**src/rtl/mix_column_sched_if.sv**
```systemverilog
// rtl/mix_column_sched_if.sv - column in/out valid/ready bundle for mix_column_sched
interface mix_column_sched_if;
  logic        v_i;
  logic        ready_o;
  logic        inv_i;
  logic [31:0] col_i;
  logic        v_o;
  logic        ready_i;
  logic [31:0] col_o;

  // producer/consumer side driving the block
  modport master (
    output v_i, inv_i, col_i, ready_i,
    input  ready_o, v_o, col_o
  );

  // the scheduler itself
  modport slave (
    input  v_i, inv_i, col_i, ready_i,
    output ready_o, v_o, col_o
  );
endinterface

```
**src/rtl/mix_column_sched.sv**
```systemverilog
// rtl/mix_column_sched.sv - time-multiplexed GF(2^8) MixColumns/InvMixColumns column engine
module mix_column_sched #(
  parameter int MUL_PER_CYC = 1
) (
  input logic               clk_i,
  input logic               reset_i,
  mix_column_sched_if.slave port
);

  if (MUL_PER_CYC != 1 && MUL_PER_CYC != 2 && MUL_PER_CYC != 4) begin : g_bad_mul
    $error("mix_column_sched: MUL_PER_CYC must be 1, 2 or 4");
  end

  typedef enum logic [1:0] {IDLE, BUSY, DONE} state_t;

  // s value of the final slot, the one whose last lane computes step 15
  localparam logic [3:0] LAST_S = 4'(16 - MUL_PER_CYC);
  localparam logic [3:0] S_INC  = 4'(MUL_PER_CYC);

  state_t          state_q, state_d;
  logic [3:0]      s_q;
  logic            inv_q;
  logic [3:0][7:0] col_q;   // col_q[3] = a0 ... col_q[0] = a3
  logic [3:0][7:0] acc_q;   // acc_q[3] = b0 ... acc_q[0] = b3
  logic [3:0][7:0] acc_d;
  logic [31:0]     col_o_q;
  logic            accept;
  logic            last_slot;

  // GF(2^8) product modulo x^8+x^4+x^3+x+1; one copy per lane is one multiplier
  function automatic logic [7:0] gf_mul(input logic [7:0] a, input logic [7:0] b);
    logic [7:0] p;
    logic [7:0] x;
    p = 8'h00;
    x = a;
    for (int i = 0; i < 8; i++) begin
      if (b[i]) p = p ^ x;
      x = {x[6:0], 1'b0} ^ (x[7] ? 8'h1b : 8'h00);
    end
    return p;
  endfunction

  // circulant row coefficient K[(c - r) mod 4]
  function automatic logic [7:0] coeff(input logic inv, input logic [1:0] d);
    logic [7:0] k;
    k = 8'h01;
    case (d)
      2'd0: k = inv ? 8'h0e : 8'h02;
      2'd1: k = inv ? 8'h0b : 8'h03;
      2'd2: k = inv ? 8'h0d : 8'h01;
      2'd3: k = inv ? 8'h09 : 8'h01;
      default: k = 8'h01;
    endcase
    return k;
  endfunction

  assign port.ready_o = (state_q == IDLE) && !reset_i;
  assign port.v_o     = (state_q == DONE) && !reset_i;
  assign port.col_o   = col_o_q;

  assign accept    = (state_q == IDLE) && port.v_i;
  assign last_slot = (state_q == BUSY) && (s_q == LAST_S);

  // lanes k compute step s+k; all lanes of one slot share the same row r
  always_comb begin : lane_acc
    logic [3:0] step;
    logic [1:0] r;
    logic [1:0] c;
    step  = 4'd0;
    r     = 2'd0;
    c     = 2'd0;
    acc_d = acc_q;
    for (int k = 0; k < MUL_PER_CYC; k++) begin
      step = s_q + 4'(k);
      r    = step[3:2];
      c    = step[1:0];
      acc_d[~r] = acc_d[~r] ^ gf_mul(coeff(inv_q, c - r), col_q[~c]);
    end
  end

  // state register
  always_ff @(posedge clk_i) begin
    if (reset_i) state_q <= IDLE;
    else         state_q <= state_d;
  end

  // next-state logic
  always_comb begin
    state_d = state_q;
    case (state_q)
      IDLE:    if (accept) state_d = BUSY;
      BUSY:    if (last_slot) state_d = DONE;
      DONE:    if (port.ready_i) state_d = IDLE;
      default: state_d = IDLE;
    endcase
  end

  // column capture, accumulation and result register
  always_ff @(posedge clk_i) begin
    if (reset_i) begin
      col_q   <= '0;
      inv_q   <= 1'b0;
      acc_q   <= '0;
      s_q     <= 4'd0;
      col_o_q <= 32'h0;
    end else begin
      if (accept) begin
        col_q <= port.col_i;
        inv_q <= port.inv_i;
        acc_q <= '0;
        s_q   <= 4'd0;
      end
      if (state_q == BUSY) begin
        acc_q <= acc_d;
        s_q   <= s_q + S_INC;
        if (last_slot) col_o_q <= acc_d;
      end
    end
  end

endmodule

```
**src/flat_wrapper.sv**
```systemverilog
// flat-port wrapper written by rule: the top's interface ports become plain ports
module mix_column_sched_flat 
#(
  parameter int MUL_PER_CYC = 1
)
  (clk_i, reset_i, port_v_i, port_inv_i, port_col_i, port_ready_i, port_ready_o, port_v_o, port_col_o);
  mix_column_sched_if port_i ();
  input logic clk_i;
  input logic reset_i;
  input wire logic [$bits(port_i.v_i)-1:0] port_v_i;
  input wire logic [$bits(port_i.inv_i)-1:0] port_inv_i;
  input wire logic [$bits(port_i.col_i)-1:0] port_col_i;
  input wire logic [$bits(port_i.ready_i)-1:0] port_ready_i;
  output wire logic [$bits(port_i.ready_o)-1:0] port_ready_o;
  output wire logic [$bits(port_i.v_o)-1:0] port_v_o;
  output wire logic [$bits(port_i.col_o)-1:0] port_col_o;
  assign port_i.v_i = port_v_i;
  assign port_i.inv_i = port_inv_i;
  assign port_i.col_i = port_col_i;
  assign port_i.ready_i = port_ready_i;
  assign port_ready_o = port_i.ready_o;
  assign port_v_o = port_i.v_o;
  assign port_col_o = port_i.col_o;
  mix_column_sched #(.MUL_PER_CYC(MUL_PER_CYC)) u_core (.clk_i(clk_i), .reset_i(reset_i), .port(port_i));
endmodule
```
**config.mk**
```make
export PLATFORM = sky130hd
export DESIGN_NAME = mix_column_sched_flat
export DESIGN_NICKNAME = d
export VERILOG_FILES = /design/src/rtl/mix_column_sched_if.sv /design/src/rtl/mix_column_sched.sv /design/src/flat_wrapper.sv
export SDC_FILE = /design/constraint.sdc
export NUM_CORES = 1
export LEC_CHECK = 0
export BUFFER_PORTS_ARGS = -buffer_cell sky130_fd_sc_hd__buf_2
export CAP_MARGIN = 20
export CORE_MARGIN = 3
export CORE_UTILIZATION = 38
export CTS_CLUSTER_DIAMETER = 120
export DETAILED_ROUTE_END_ITERATION = 12
export SETUP_SLACK_MARGIN = 0.3
export SYNTH_ARGS = -nofsm -noshare
export SYNTH_HDL_FRONTEND = slang
export SYNTH_SLANG_ARGS = --single-unit
```
**constraint.sdc**
```tcl
create_clock -name clk_i -period 4.7 [get_ports clk_i]
set_clock_uncertainty 0.1 [all_clocks]
set_input_delay 0.94 -clock clk_i [delete_from_list [all_inputs] [get_ports clk_i]]
set_output_delay 0.94 -clock clk_i [all_outputs]
set_load 0.03 [all_outputs]
```
==> impl_metrics.toml, run 1 <==
[power]
p_per_area_nw_per_um2 = 351.1
vdd_drop_max_uv = 159.6
p_leak_uw = 0.002090

[layout]
syn2layout_area_growth_pct = 15.49
mostFrequentLayoutCells = "nand2_1, dfxtp_1, a21oi_1, buf_2, nor2_1"
fillCellCount = 1260
finalInstanceArea_um2 = 5495
seq_area_um2 = 2062
drive_gt1_share_pct = 19.60
final_common_cell = "nand2_1"
multi_input_area_um2 = 2492
num-nets-final = 636
antenna_cells = 0

[setup_path]
cp-startpoint = "u_core.s_q[0]$_SDFFE_PP0P_"
crit_path_top_delay_cell = "dfxtp_1"
crit_path_max_fanout = 18
crit_family = "flip-flops"
cp-start-kind = "register"
cp_slowest_stage_delay_ns = 0.74
r2r_end = "u_core.acc_q[20]$_SDFFE_PP0P_"
reg2reg_from = "u_core.s_q[0]$_SDFFE_PP0P_"
rrSetupSlack_ns = 1.45
critPathBufInv = 2
crit_top_cell = "xnor2_1"
rr_worst_depth = 9
cp.required_ns = 4.89
critical_path_class = "register to register"
cp-endpoint = "u_core.acc_q[20]$_SDFFE_PP0P_"
arrival_ns = 3.44
crit_cells = 9
worstSetupEndpointType = "register"
cp_cell_sequence = "inv_1 -> ha_1 -> inv_1 -> nor3b_1 -> o21ai_0 -> xnor2_1 -> xnor2_1 -> xnor2_1 -> a22o_1"

[grt]
antenna_found_initial = 0
grt_pass1_vias = 3922
grt_max_degree = 70
grt_overflow_total = 0
grt_pass1_wl_mm = 19.89
grt_use_total_pct = 17.38

[sta]
final-hold-violation-count = 0
rsz0062_at_grt = "false"
tns_ns = 0
fmax_mhz = 308.0
worstMarginPinSlew_ns = 0.8172
max_slew_margin_pct = 45.41
fin_crit_ns = 3.247
finalMaxSlewViolations = 0
fin_crit_sh_pct = 69.08
finalSetupViolations = 0
whs_ns = 0.3513

[routing]
ant_nets = 0
drt_first_iter_violations = 309
first_pass_iters = 4
routed_wl_mm = 11.82
wl_met2_mm = 5.377
via_per_inst = 5.142
num_vias = 3959
routed.top_layer = "met4"
drc = 0
wl_per_cell_um = 15.35
wl_met1_mm = 5.790
met3_wirelength_um = 524

[cts]
hold_buffers = 0
cts_buffers = 9
htree_levels = 3
cts_resized = 0
postCtsSetupRepairBufs = 0
clk_pin_slew_ns = 0.07
clock_latency_ns = 0.35
cts_sinks = 103
root_buffer = "clkbuf_16"
max-clock-path-buffers = 2
cts_tree = "built"

[logic_synthesis]
netlist_area_um2 = 4758
synth_cell_types = 44
ys_seq_area_share_pct = 43.33
syn_nets = 592
netlist_instances = 553
postSynth.asyncResetShare_pct = 0
synth_seq_cells = 103
synth_edf_count = 0
synthFlopType = "dfxtp_1"
avgSynthCellArea_um2 = 8.605
ys_warn_count = 0

[placement]
gp_congestion = 0.8156
portBuffers = 70
dp_hpwl_mm = 8.335
postPlaceCellArea_um2 = 5164

[floorplanning]
dieArea_um2 = 13900
start_util_pct = 39.29
rows = 40
fp.dieH_um = 117.9
core_region_area_um2 = 12110
die_w_um = 117.9
io_pins = 71

[worst_hold_path]
hold_path.class = "register to register"

[flow_run]
drv_cap = 0

[outcome]
status = "complete, no violations"
## where the power goes
part | switching (µW) | leakage [µW] | internal (µW)
sequential | 22.0 | 0.000835 | 895
clock | 349 | 0.000156 | 436
combinational | 135 | 0.00110 | 92.3
## kinds of logic after synthesis
group	after synthesis	synth area share (%)
AO/OA/AOI/OAI	132	17.14
XOR/XNOR	32	6.495
adder cells (fa/ha/maj)	2	0.5258
buffers and inverters	46	4.391
flip-flops	103	43.33
multiplexers	17	8.046
AND/OR/NAND/NOR	221	20.06
## worst min-delay path by stage
stage / endpoint / depth (start not counted) / slack [ns] / start
floorplan: u_core.acc_q[3]$_SDFFE_PP0P_ / 2 / 0.32 / u_core.acc_q[3]$_SDFFE_PP0P_
global placement: u_core.acc_q[5]$_SDFFE_PP0P_ / 2 / 0.33 / u_core.acc_q[5]$_SDFFE_PP0P_
detailed placement: u_core.port.col_o[24]$_SDFFE_PP0P_ / 2 / 0.34 / u_core.port.col_o[24]$_SDFFE_PP0P_
CTS: u_core.port.col_o[24]$_SDFFE_PP0P_ / 2 / 0.35 / u_core.port.col_o[24]$_SDFFE_PP0P_
global route: u_core.acc_q[6]$_SDFFE_PP0P_ / 2 / 0.37 / u_core.acc_q[6]$_SDFFE_PP0P_
finish: u_core.port.col_o[24]$_SDFFE_PP0P_ / 2 / 0.35 / u_core.port.col_o[24]$_SDFFE_PP0P_
## routing by layer
metal | global-route usage, % | vias up
li1 | - | 1984
met1 | 24.93 | 1881
met2 | 26.77 | 85
met3 | 3.556 | 9
met4 | 4.469 | 0
met5 | 0 | -
## flip-flops by register name, summed over array words and instances (netlist names)
| signal | count |
|---|---|
| u_core.acc_q | 32 |
| u_core.col_q | 32 |
| u_core.inv_q | 1 |
| u_core.port.col_o | 32 |
| u_core.s_q | 4 |
| u_core.state_q | 2 |
## worst min-delay path, stage by stage (launching register included)
cell and delay, ns:
dfxtp_1 0.31, nand2_1 0.05, a21oi_1 0.05
## Yosys cell counts, types with 2 or more instances
library cell | n | area share, %
mux4_1 | 3 | 1.7
a32oi_1 | 4 | 0.74
nor3b_1 | 4 | 0.63
xor2_1 | 9 | 1.7
a21o_1 | 6 | 0.95
buf_2 | 5 | 0.53
a21oi_1 | 70 | 7.4
a22oi_1 | 4 | 0.63
a22o_1 | 20 | 3.7
nand3_1 | 9 | 0.95
inv_1 | 3 | 0.24
a21boi_0 | 4 | 0.63
buf_4 | 6 | 0.95
and2_1 | 2 | 0.26
clkbuf_1 | 30 | 2.4
ha_1 | 2 | 0.53
or3b_2 | 2 | 0.37
nand3b_1 | 3 | 0.47
o21a_1 | 3 | 0.47
xnor2_1 | 20 | 3.7
nor3_1 | 6 | 0.63
nand4_1 | 3 | 0.39
nor2_1 | 28 | 2.2
nand2b_1 | 4 | 0.53
or2_2 | 2 | 0.26
nor2b_1 | 8 | 1.1
dfxtp_1 | 103 | 43
nand2_1 | 145 | 11
mux4_2 | 13 | 6.2
o21ai_0 | 18 | 1.9
## per-stage QoR
stage	utilization, %	cells	power, µW	worst slack, ns
after floorplan	-	553	1106	1.631
after global placement	42.63	753	1159	1.520
after detailed placement	42.63	753	1162	1.450
after CTS	45.25	769	1945	1.422
after global routing	45.37	770	2012	1.044
final	45.37	770	1930	1.453
## cell type report
| type | instances | share of cell area (%) |
|---|---|---|
| clock inverter | 6 | 1.412 |
| timing repair buffer | 76 | 7.332 |
| multi-input combinational | 404 | 45.36 |
| tap | 168 | 3.825 |
| inverter | 3 | 0.2049 |
| clock buffer | 10 | 4.349 |
| sequential | 103 | 37.52 |
No activity file was read; power rests on OpenSTA's default activity.
==> inputs of run 2 (changes only) <==
==> constraint.sdc (replaced) <==
create_clock -name clk_i -period 3.2 [get_ports clk_i]
set_clock_uncertainty 0.1 [all_clocks]
set_input_delay 0.64 -clock clk_i [delete_from_list [all_inputs] [get_ports clk_i]]
set_output_delay 0.64 -clock clk_i [all_outputs]
set_load 0.03 [all_outputs]
==> impl_metrics.toml, run 2 (same netlist as run 1, synthesis figures left out) <==
[outcome]
status = "complete, no violations"

[grt]
grt_busiest_layer = "met2"
grt_pass1_wl_mm = 20.05
grt_use_total_pct = 17.48
met1_usage_pct = 24.21
antenna_found_initial = 0
grt_overflow_total = 0
grt_pass1_vias = 3987
use_met2_pct = 27.81
globalRouteMet3Util_pct = 3.700
grt_max_degree = 35

[layout]
num-nets-final = 649
syn2layout_area_growth_pct = 17.80
mostFrequentLayoutCells = "nand2_1, dfxtp_1, buf_2"
fillCellCount = 1234
drive_gt1_share_pct = 22.28
final_common_cell = "nand2_1"
finalNonFillerCells = 783
antenna_cells = 0

[sta]
final-hold-violation-count = 0
tns_ns = 0
fin_crit_ns = 2.721
fmax_mhz = 367.4
fin_crit_sh_pct = 85.05
max_slew_margin_pct = 50.76
finalMaxSlewViolations = 0
worstMarginPinSlew_ns = 0.7329
finalSetupViolations = 0
rsz0062_at_grt = "true"

[placement]
dp_hpwl_mm = 8.611
place_inst = 762
gp_congestion = 0.8336
portBuffers = 70

[floorplanning]
dieArea_um2 = 13900
fp.dieH_um = 117.9
io_pins = 71
start_util_pct = 39.29
rows = 40
die_w_um = 117.9
core_region_area_um2 = 12110

[routing]
drc = 0
first_pass_iters = 5
via_per_inst = 5.147
wl_per_cell_um = 15.21
drt_first_iter_violations = 308
ant_nets = 0
routed_wl_mm = 11.91
num_vias = 4030

[setup_path]
cp-start-kind = "register"
critical_path_class = "register to register"
worstSetupEndpointType = "register"
arrival_ns = 2.85
critPathBufInv = 1
crit_path_max_fanout = 10
crit_path_top_delay_cell = "mux4_2"
cp_cell_sequence = "buf_4 -> mux4_2 -> nand3_1 -> nand3_2 -> xor2_2 -> xnor2_1 -> xor2_1 -> o21ai_0"
cp.required_ns = 3.33
cp_slowest_stage_delay_ns = 0.63
crit_family = "XOR/XNOR gates"

[cts]
clock_latency_ns = 0.35
hold_buffers = 0
max-clock-path-buffers = 2
htree_levels = 3
clk_pin_slew_ns = 0.08
cts_sinks = 103
cts_buffers = 9
root_buffer = "clkbuf_16"
cts_tree = "built"

[power]
vdd_drop_max_uv = 243.5
p_leak_uw = 0.002173
p_per_area_nw_per_um2 = 504.7

[flow_run]
drv_cap = 0

[worst_hold_path]
hold_path.class = "register to register"
## run 2: cell types whose count changed in the layout (fill, tap and decap cells not counted), sizes merged
cell    before  now
buf         76   89
clkinv       3    1
clkbuf      10    9
bufinv       1    0
inv          5    9
## run 2: final timing paths
check                                start                            end  slack, ns  depth (start not counted)
max             u_core.s_q[0]$_SDFFE_PP0P_  u_core.acc_q[11]$_SDFFE_PP0P_       0.48                          8
min reg2reg  u_core.col_q[15]$_SDFFE_PP0P_  u_core.col_q[15]$_SDFFE_PP0P_       0.35                          2
min          u_core.col_q[15]$_SDFFE_PP0P_  u_core.col_q[15]$_SDFFE_PP0P_       0.35                          2
max reg2reg     u_core.s_q[0]$_SDFFE_PP0P_  u_core.acc_q[11]$_SDFFE_PP0P_       0.48                          8
## run 2: report_power, final
| group | switching, µW | leakage (µW) | internal (µW) |
|---|---|---|---|
| Clock | 553 | 0.000150 | 563 |
| Combinational | 217 | 0.00119 | 156 |
| Sequential | 24.9 | 0.000835 | 1310 |
| Total | 795 | 0.00217 | 2030 |
## run 2: layer usage
metal,part of all wire (%),wire length [µm]
met4,1.4,170
met5,0,0
met2,45,5409
met1,47,5653
met3,5.7,678
## run 2: repair_timing
| item | CTS | global route |
|---|---|---|
| resized for setup | 0 | 6 |
| setup buffers | 0 | 5 |
| setup endpoints to repair | 0 | 30 |
## run 2: worst min-delay path, delay by kind of cell (launching register included)
kind	cells	cell delay, ns
AO/OA/AOI/OAI	1	0.05
flip-flops	1	0.31
AND/OR/NAND/NOR	1	0.05
## run 2: cell type report
cell class	instances	area, µm²	share of cell area (%)
timing repair buffer	89	493.0	8.795
inverter	3	11.26	0.2009
clock inverter	7	76.32	1.362
clock buffer	9	225.2	4.018
sequential	103	2062	36.79
tap	168	210.2	3.750
multi-input combinational	404	2527	45.09
## run 2: per-stage QoR
stage	hold WS (ns)	power (µW)	util, %	cell area, µm²	worst slack [ns]
after floorplan	0.3199	1624	-	4758	0.7075
after detailed placement	0.3435	1723	43.19	5231	0.4035
after global routing	0.3673	2954	46.28	5605	0.2898
after global placement	0.3311	1716	43.19	5231	0.4896
final	0.3524	2829	46.28	5605	0.4785
after CTS	0.3543	2829	45.68	5533	0.3995
==> inputs of run 3 (changes only) <==
--- a/config.mk
+++ b/config.mk
@@ -7,10 +7,13 @@
 export LEC_CHECK = 0
 export BUFFER_PORTS_ARGS = -buffer_cell sky130_fd_sc_hd__buf_2
 export CAP_MARGIN = 20
+export CELL_PAD_IN_SITES_DETAIL_PLACEMENT = 1
+export CELL_PAD_IN_SITES_GLOBAL_PLACEMENT = 1
 export CORE_MARGIN = 3
 export CORE_UTILIZATION = 38
 export CTS_CLUSTER_DIAMETER = 120
 export DETAILED_ROUTE_END_ITERATION = 12
+export PLACE_DENSITY = 0.76
 export SETUP_SLACK_MARGIN = 0.3
 export SYNTH_ARGS = -nofsm -noshare
 export SYNTH_HDL_FRONTEND = slang
==> impl_metrics.toml, run 3 (same netlist as run 1, synthesis figures left out) <==
[outcome]
status = "complete, no violations"

[grt]
grt_overflow_total = 0
grt_pass1_wl_mm = 21.48
grt_use_total_pct = 18.89
grt_pass1_vias = 4323
grt_max_degree = 47
antenna_found_initial = 0

[cts]
clock_latency_ns = 0.36
cts_sinks = 103
cts_tree = "built"
max-clock-path-buffers = 2
postCtsSetupRepairBufs = 0
htree_levels = 3
hold_buffers = 0
cts_buffers = 9
clk_pin_slew_ns = 0.08
root_buffer = "clkbuf_16"
cts_resized = 0

[setup_path]
critical_path_class = "register to register"
cp.required_ns = 3.39
crit_family = "multiplexers"
crit_path_top_delay_cell = "mux4_1"
crit_path_max_fanout = 11
cp_cell_sequence = "buf_4 -> mux4_1 -> nor3b_1 -> o21ai_0 -> xnor2_1 -> xnor2_1 -> nand2_1 -> a21oi_1"
critPathBufInv = 1
cp_slowest_stage_delay_ns = 0.71
cp-start-kind = "register"
arrival_ns = 2.90
worstSetupEndpointType = "register"
crit_top_cell = "xnor2_1"

[layout]
antenna_cells = 0
final_common_cell = "nand2_1"
num-nets-final = 641
syn2layout_area_growth_pct = 16.36
drive_gt1_share_pct = 20.76
mostFrequentLayoutCells = "nand2_1, dfxtp_1, a21oi_1, buf_2, nor2_1"
multi_input_area_um2 = 2509
seq_area_um2 = 2062
fillCellCount = 1497

[routing]
ant_nets = 0
via_per_inst = 5.286
routed_wl_mm = 12.81
num_vias = 4097
drc = 0
wl_per_cell_um = 16.53
drt_first_iter_violations = 206
first_pass_iters = 4

[sta]
tns_ns = 0
fin_crit_sh_pct = 84.61
fin_crit_ns = 2.708
worstMarginPinSlew_ns = 0.7327
finalSetupViolations = 0
max_slew_margin_pct = 51.05
finalMaxSlewViolations = 0
rsz0062_at_grt = "false"
worst_slack_ns = 0.4923
final-hold-violation-count = 0
fmax_mhz = 369.3

[flow_run]
drv_cap = 0

[floorplanning]
fp.dieH_um = 117.9
core_region_area_um2 = 12110
io_pins = 71
dieArea_um2 = 13900
die_w_um = 117.9
start_util_pct = 39.29
rows = 40

[worst_hold_path]
hold_path.class = "register to register"

[placement]
dp_hpwl_mm = 9.324
gp_congestion = 0.8659
post-place-ws_ns = 0.3982
portBuffers = 70

[power]
p_per_area_nw_per_um2 = 518.0
p_leak_uw = 0.002126
vdd_drop_max_uv = 287.6
==> run 3: where the power goes <==
group          internal, µW  switching, µW
combinational           145            216
clock                   626            539
sequential             1310           27.1
==> run 3: worst paths after layout <==
check / end / depth (start not counted) / from / slack, ns
max: u_core.port.col_o[7]$_SDFFE_PP0P_ / 8 / u_core.s_q[0]$_SDFFE_PP0P_ / 0.49
max reg2reg: u_core.port.col_o[7]$_SDFFE_PP0P_ / 8 / u_core.s_q[0]$_SDFFE_PP0P_ / 0.49
min reg2reg: u_core.port.col_o[19]$_SDFFE_PP0P_ / 2 / u_core.port.col_o[19]$_SDFFE_PP0P_ / 0.35
min: u_core.port.col_o[19]$_SDFFE_PP0P_ / 2 / u_core.port.col_o[19]$_SDFFE_PP0P_ / 0.35
==> run 3: worst register-to-register path, cell delays in order (launching register included) <==
cell and delay (ns):
dfxtp_1 0.34, buf_4 0.22, mux4_1 0.71, nor3b_1 0.24, o21ai_0 0.15, xnor2_1 0.19, xnor2_1 0.44, nand2_1 0.11
a21oi_1 0.14
==> run 3: cell type report <==
class                      count  share of cell area, %
clock buffer                   9                  4.068
clock inverter                 7                  1.559
multi-input combinational    404                  45.31
timing repair buffer          81                  7.819
inverter                       3                 0.2034
sequential                   103                  37.24
tap                          168                  3.797
==> run 3: stage by stage <==
| step | total power, µW | instances | util, % | cell area [µm²] | hold WS [ns] |
|---|---|---|---|---|---|
| floorplan | 1624 | 553 | - | 4758 | 0.3199 |
| global placement | 1716 | 759 | 43.01 | 5209 | 0.3319 |
| detailed placement | 1729 | 759 | 43.01 | 5209 | 0.3462 |
| CTS | 2893 | 775 | 45.58 | 5520 | 0.3571 |
| global route | 2996 | 775 | 45.71 | 5537 | 0.3818 |
| finish | 2868 | 775 | 45.71 | 5537 | 0.3529 |
==> run 3: layer usage <==
layer,track usage [%],vias to the layer above,routed length [µm]
li1,-,1988,-
met1,24.15,2010,5800
met2,31.37,83,6220
met3,4.661,16,574
met4,6.154,0,212
met5,0,-,0
